===== src/rtl/mem_arb_pkg.sv =====
// Shared types for the unified memory port arbiter: FSM states, transaction owner and the
// width of the data-streak counter used for the fetch starvation bound.
package mem_arb_pkg;

  localparam int unsigned StreakW = 4;

  typedef enum logic [1:0] {
    StIdle,
    StIssue,
    StWait
  } arb_state_e;

  typedef enum logic {
    OwnIf,
    OwnD
  } owner_e;

endpackage


===== src/rtl/mem_port_arbiter.sv =====
// Shares one memory port between instruction fetch and data access, one transaction at a time,
// data-first with a bounded streak so fetch cannot starve; killed fetch responses are dropped.
module mem_port_arbiter
  import mem_arb_pkg::*;
#(
  parameter int unsigned ADDR_W          = 32,
  parameter int unsigned DATA_W          = 32,
  parameter int unsigned MAX_DATA_STREAK = 4
) (
  input  logic                  clock,
  input  logic                  reset,

  input  logic                  if_req,
  input  logic [ADDR_W-1:0]     if_addr,
  input  logic                  if_kill,
  output logic                  if_gnt,
  output logic                  if_rvalid,
  output logic [DATA_W-1:0]     if_rdata,

  input  logic                  d_req,
  input  logic                  d_we,
  input  logic [ADDR_W-1:0]     d_addr,
  input  logic [DATA_W-1:0]     d_wdata,
  input  logic [DATA_W/8-1:0]   d_wstrb,
  output logic                  d_gnt,
  output logic                  d_rvalid,
  output logic [DATA_W-1:0]     d_rdata,

  output logic                  m_valid,
  output logic                  m_we,
  output logic [ADDR_W-1:0]     m_addr,
  output logic [DATA_W-1:0]     m_wdata,
  output logic [DATA_W/8-1:0]   m_wstrb,
  input  logic                  m_ready,
  input  logic                  m_rvalid,
  input  logic [DATA_W-1:0]     m_rdata
);

  localparam logic [StreakW-1:0] MaxStreak = StreakW'(MAX_DATA_STREAK);
  localparam logic [StreakW-1:0] StreakSat = '1;

  arb_state_e           state_q;
  owner_e               owner_q;
  logic [StreakW-1:0]   streak_q;
  logic                 kill_q;

  logic                 pick_if;
  logic                 grant;
  logic                 resp;
  logic                 kill_hit;

  // Fetch only overtakes a pending data request once the data streak has hit its bound.
  always_comb begin
    pick_if = if_req && (!d_req || (streak_q == MaxStreak));
    grant   = !reset && (state_q == StIdle) && (if_req || d_req);
    if_gnt  = grant && pick_if;
    d_gnt   = grant && !pick_if;
  end

  assign kill_hit = if_kill && (owner_q == OwnIf) && (state_q != StIdle);

  // A kill arriving in the response cycle itself must still swallow the response.
  always_comb begin
    resp      = !reset && (state_q == StWait) && m_rvalid;
    if_rvalid = resp && (owner_q == OwnIf) && !kill_q && !kill_hit;
    d_rvalid  = resp && (owner_q == OwnD);
    if_rdata  = if_rvalid ? m_rdata : '0;
    d_rdata   = (d_rvalid && !m_we) ? m_rdata : '0;
  end

  always_ff @(posedge clock) begin
    if (reset) begin
      state_q  <= StIdle;
      owner_q  <= OwnIf;
      streak_q <= '0;
      kill_q   <= 1'b0;
      m_valid  <= 1'b0;
      m_we     <= 1'b0;
      m_addr   <= '0;
      m_wdata  <= '0;
      m_wstrb  <= '0;
    end else begin
      unique case (state_q)
        StIdle: begin
          if (grant) begin
            m_valid <= 1'b1;
            state_q <= StIssue;
            if (pick_if) begin
              owner_q  <= OwnIf;
              m_we     <= 1'b0;
              m_addr   <= if_addr;
              m_wdata  <= '0;
              m_wstrb  <= '0;
              streak_q <= '0;
            end else begin
              owner_q <= OwnD;
              m_we    <= d_we;
              m_addr  <= d_addr;
              m_wdata <= d_wdata;
              m_wstrb <= d_wstrb;
              if (!if_req) begin
                streak_q <= '0;
              end else if (streak_q != StreakSat) begin
                streak_q <= streak_q + StreakW'(1);
              end
            end
          end
        end
        StIssue: begin
          if (kill_hit) kill_q <= 1'b1;
          if (m_ready) begin
            m_valid <= 1'b0;
            state_q <= StWait;
          end
        end
        StWait: begin
          if (m_rvalid) begin
            state_q <= StIdle;
            kill_q  <= 1'b0;
          end else if (kill_hit) begin
            kill_q <= 1'b1;
          end
        end
        default: state_q <= StIdle;
      endcase
    end
  end

endmodule


===== config.mk =====
export PLATFORM = sky130hd
export DESIGN_NAME = mem_port_arbiter
export DESIGN_NICKNAME = d
export VERILOG_FILES = /design/src/rtl/mem_arb_pkg.sv /design/src/rtl/mem_port_arbiter.sv
export SDC_FILE = /design/constraint.sdc
export NUM_CORES = 1
export LEC_CHECK = 0
export BUFFER_PORTS_ARGS = -buffer_cell sky130_fd_sc_hd__buf_2
export CORE_AREA = 2 2 109 111
export DETAILED_ROUTE_END_ITERATION = 8
export DIE_AREA = 0 0 111 113
export GPL_TIMING_DRIVEN = 0
export PLACE_DENSITY = 0.81
export SYNTH_ARGS = -nofsm -noshare
export SYNTH_HDL_FRONTEND = slang
export SYNTH_SLANG_ARGS = --single-unit
export TNS_END_PERCENT = 1

===== constraint.sdc =====
create_clock -name clock -period 3.4 [get_ports clock]
set_clock_uncertainty 0.2 [all_clocks]
set_input_delay 0.68 -clock clock [delete_from_list [all_inputs] [get_ports clock]]
set_output_delay 0.68 -clock clock [all_outputs]
set_load 0.01 [all_outputs]

==> results summary <==
The flow ran to the end, and the final reports show no timing, DRC or antenna violations. Dividing total power by cell area gives a power density of 584 nW/um^2. The total count of hold-check failures in the final report came out at 0. The library cells used most frequently in the layout, excluding fill and tap cells, are sky130_fd_sc_hd__buf_2 (290), sky130_fd_sc_hd__dfxtp_1 (78), sky130_fd_sc_hd__and2_1 (65), sky130_fd_sc_hd__a21oi_1 (41), sky130_fd_sc_hd__nand2_1 (40).

The post-synthesis instance area is 4260 sq um. The final critical path takes up 90.6% of the cycle. The total of endpoints with negative setup slack in the final report came out at 0. The number of standard cells after synthesis came out at 499. The later pin in the worst-skew pair is clocked with a latency of 320 ps. In this run the horizontal extent of the chip is 111 um. The worst-margin pin slew is 580 ps. The antenna cell count came out at 0. After detailed routing, the number of vias per cell comes to 5.08.

The synthesized netlist devotes 1.76% of its cell area to adder and majority cells. The global-route wire length before repair came out at 21.9 mm. The post-DP HPWL came out at 11.1 mm.

The number of synthesized flops with an enable pin is 0. The post-synthesis register bit count came out at 78. The total number of vias is 4,738. The post-route DRC violation count is 0. The multi-input combinational cells in the finished layout cover a total of 2380 sq um. The area fraction in and, or, nand and nor cells after synthesis came out at 25.9%.

The clock input transition at the sequential cells of the worst setup and hold paths came out at 60 ps. Global routing consumed, over all layers together, 21.5% of the routing resources. The signal arrival time at the worst endpoint is 2200 ps.

The final-layout setup total negative slack came out at 0 ps. The total count of max-transition violations in the final report came to 0. The number of rows in the core area came out at 39. After synthesis, the largest family of logic cells by area is compound AO/OA/AOI/OAI gates.

The count of routing violations after the opening detailed-route iteration came out at 225. The total number of nets in the final design is 931. The detail route stage leaves a number of antenna-violating nets equal to 0.

The clock group share of total power came out at 30.9%. The critical path is of the flip-flop to output port type. The internal cell power came out at 2.33 mW. The total nets after synthesis is 645. CTS built an H-tree with a depth of 3.

The number of detailed-route iterations in the first pass came out at 4. The number of buffers added to fix hold violations after cts is 0. The clock sink count came out at 78. The initial utilization of the core area, before any placement, comes to 37.8%.

Clock tree synthesis selected as its root buffer the cell sky130_fd_sc_hd__clkbuf_16. Setup repair after global routing left no endpoint under its margin. The routed length per placed instance is 15.4 um. The overflow left after global routing is 0. The fill cell total of the finished layout is 1,072. TritonCTS built the clock tree. The number of port buffers is 275. The number of antenna violations at the first check in global routing came out at 1.

The multiplexer share of the synthesized area is 0.705%. The routed wire length came out at 14.3 mm. The class of the worst hold path is flip-flop to flip-flop. The placed standard-cell area came out at 5810 sq um. The number of setup buffers added after CTS is 0. Along the worst path, the maximum fanout reaches 10. The complex-gate fraction of the synthesized area came out at 27.7%.

After Yosys synthesis, XOR and XNOR cells account for 0% of the synthesized area. The worst setup path is launched from a flip-flop. Buffers inserted during clock tree synthesis total 9. The worst reg-to-reg path cell count is 8. The logic gate share of total power came out at 35.8%.

The synthesis warning total came out at 0. The switching fraction of total power came out at 35.3%. The number of global-route vias before repair is 4,442. The number of distinct library cells after synthesis came out at 40. The final weighted congestion in routability-driven placement came out at 0.859. The share of layout cells above drive strength 1 came out at 44.4%.

The number of instances on the worst hold path is 2. The proportion of synthesized flip-flops having asynchronous set or reset came out at 0%. Leaving out fill and tap cells, the most frequent cell in the layout is sky130_fd_sc_hd__buf_2.

The worst slack on hold paths came out at 249 ps. Entering global routing, the biggest net connects 14 pins. The worst setup path is captured at an output port. Gates resized during post-CTS repair numbered 0. Max-cap violations in this run came to 0.

The sequential share of power came out at 33.3%. The synthesized area per cell came out at 8.53 sq um. From synthesis to final layout, the design area changed by 44.7%. The worst voltage drop across the vdd grid came out at 0.295 mV. Measured against its own limit, the worst slew margin works out to 61.0%.

The net switching component of the power came out at 1.27 mW. The vertical die dimension came out at 113 um. The I/O pin total is 278. The area of all placed cells without fillers came out at 6160 sq um.

For this run, the leading register cell type out of synthesis is sky130_fd_sc_hd__dfxtp_1. The die covers 12,500 sq um. The area taken by flip-flops and latches came out at 1560 sq um.

The floorplan core area came out at 11,300 sq um. The upper clock frequency limit came out at 0.325 GHz. After layout, the design draws a total of 3.60 mW. The longest clock path from root to sink contains 2 buffers. The required time at the endpoint of the critical path came out at 2520 ps.

The leakage power of the design is 2.99 nW. The share of synthesized area occupied by flip-flops and latches came out at 36.7%. The routed design could run at a clock period as short as 3080 ps.
## Yosys cell counts (3+ instances only)
cell type / number / area (sq um)
sky130_fd_sc_hd__buf_6: 6 / 67.6
sky130_fd_sc_hd__and2_1: 65 / 407
sky130_fd_sc_hd__ha_1: 6 / 75.1
sky130_fd_sc_hd__a21oi_1: 41 / 205
sky130_fd_sc_hd__buf_4: 3 / 22.5
sky130_fd_sc_hd__nand2_1: 40 / 150
sky130_fd_sc_hd__nor2b_1: 3 / 18.8
sky130_fd_sc_hd__mux2i_1: 3 / 30.0
sky130_fd_sc_hd__buf_2: 15 / 75.1
sky130_fd_sc_hd__clkbuf_1: 29 / 109
sky130_fd_sc_hd__nand2b_1: 4 / 25.0
sky130_fd_sc_hd__o21bai_1: 32 / 240
sky130_fd_sc_hd__nand4_1: 38 / 238
sky130_fd_sc_hd__a211oi_2: 29 / 363
sky130_fd_sc_hd__nor2_1: 35 / 131
sky130_fd_sc_hd__inv_1: 6 / 22.5
sky130_fd_sc_hd__buf_1: 3 / 11.3
sky130_fd_sc_hd__a211oi_1: 37 / 278
sky130_fd_sc_hd__dfxtp_1: 78 / 1560
## path summary, 6_finish.rpt
path / from / end / slack (ps)
worst min register to register: m_wstrb[2] / m_wstrb[2] / 250
worst max-delay path: state_q[1] / if_rdata[18] / 320
worst max register to register: state_q[1] / m_addr[0] / 1280
worst min-delay path: m_wstrb[2] / m_wstrb[2] / 250
## sequential cells by signal, summed over array words and instances, names as in the netlist
name and flops:
state_q 2, streak_q 4, m_we 1, kill_q 1
m_wstrb 4, m_addr 32, m_valid 1, m_wdata 32
owner_q 1
## cell families (layout without fill, tap and decap cells)
logic type | after synthesis | count (layout)
and+or+nand+nor | 200 | 200
AOI/OAI and AO/OA | 149 | 149
DFF | 78 | 78
buffers and inverters | 63 | 354
adders and majority gates | 6 | 6
muxes | 3 | 3
## power by group through the flow
stage / clock network, mW / logic (mW) / registers [mW]
5_1_grt: 1.18 / 1.42 / 1.22
3_3_place_gp: 0 / 1.28 / 1.21
2_1_floorplan: 0 / 0.732 / 1.29
3_5_place_dp: 0 / 1.29 / 1.22
4_1_cts: 1.13 / 1.30 / 1.20
6_report: 1.11 / 1.29 / 1.20
## critical path, stage by stage (launching register included)
cell and delay, ps:
sky130_fd_sc_hd__dfxtp_1 330, sky130_fd_sc_hd__inv_1 100, sky130_fd_sc_hd__ha_1 140, sky130_fd_sc_hd__buf_2 230, sky130_fd_sc_hd__nor2b_1 100, sky130_fd_sc_hd__nor4_2 380
sky130_fd_sc_hd__buf_2 270, sky130_fd_sc_hd__and2_1 170, sky130_fd_sc_hd__buf_2 140
## final cells by class
type                    instances  area share, %
clock buffers                  10           3.88
inverters                       7          0.426
clock inverters                 6           1.77
well taps                     143           2.90
repair buffers                275           22.3
flip-flops and latches         78           25.3
plain buffers                  56           4.63
multi-input cells             358           38.7
## layer usage
layer / track usage, % / part of all wire (%) / routed length [um] / vias to the layer above
met5: 0 / 0 / 0 / -
met4: 8.33 / 2.0 / 280 / 0
met3: 3.11 / 5.1 / 735 / 20
met2: 40.1 / 53 / 7570 / 188
met1: 24.8 / 40 / 5740 / 2173
li1: - / - / - / 2357
## stage by stage
| stage | util (%) | instances | setup slack, ps |
|---|---|---|---|
| finish | 54.7 | 933 | 320 |
| global route | 54.7 | 933 | 77.5 |
| CTS | 54.7 | 933 | 243 |
| detailed placement | 51.6 | 917 | 322 |
| global placement | 51.6 | 917 | 326 |
| floorplan | - | 499 | 852 |
Power figures use the tool's default switching activity.
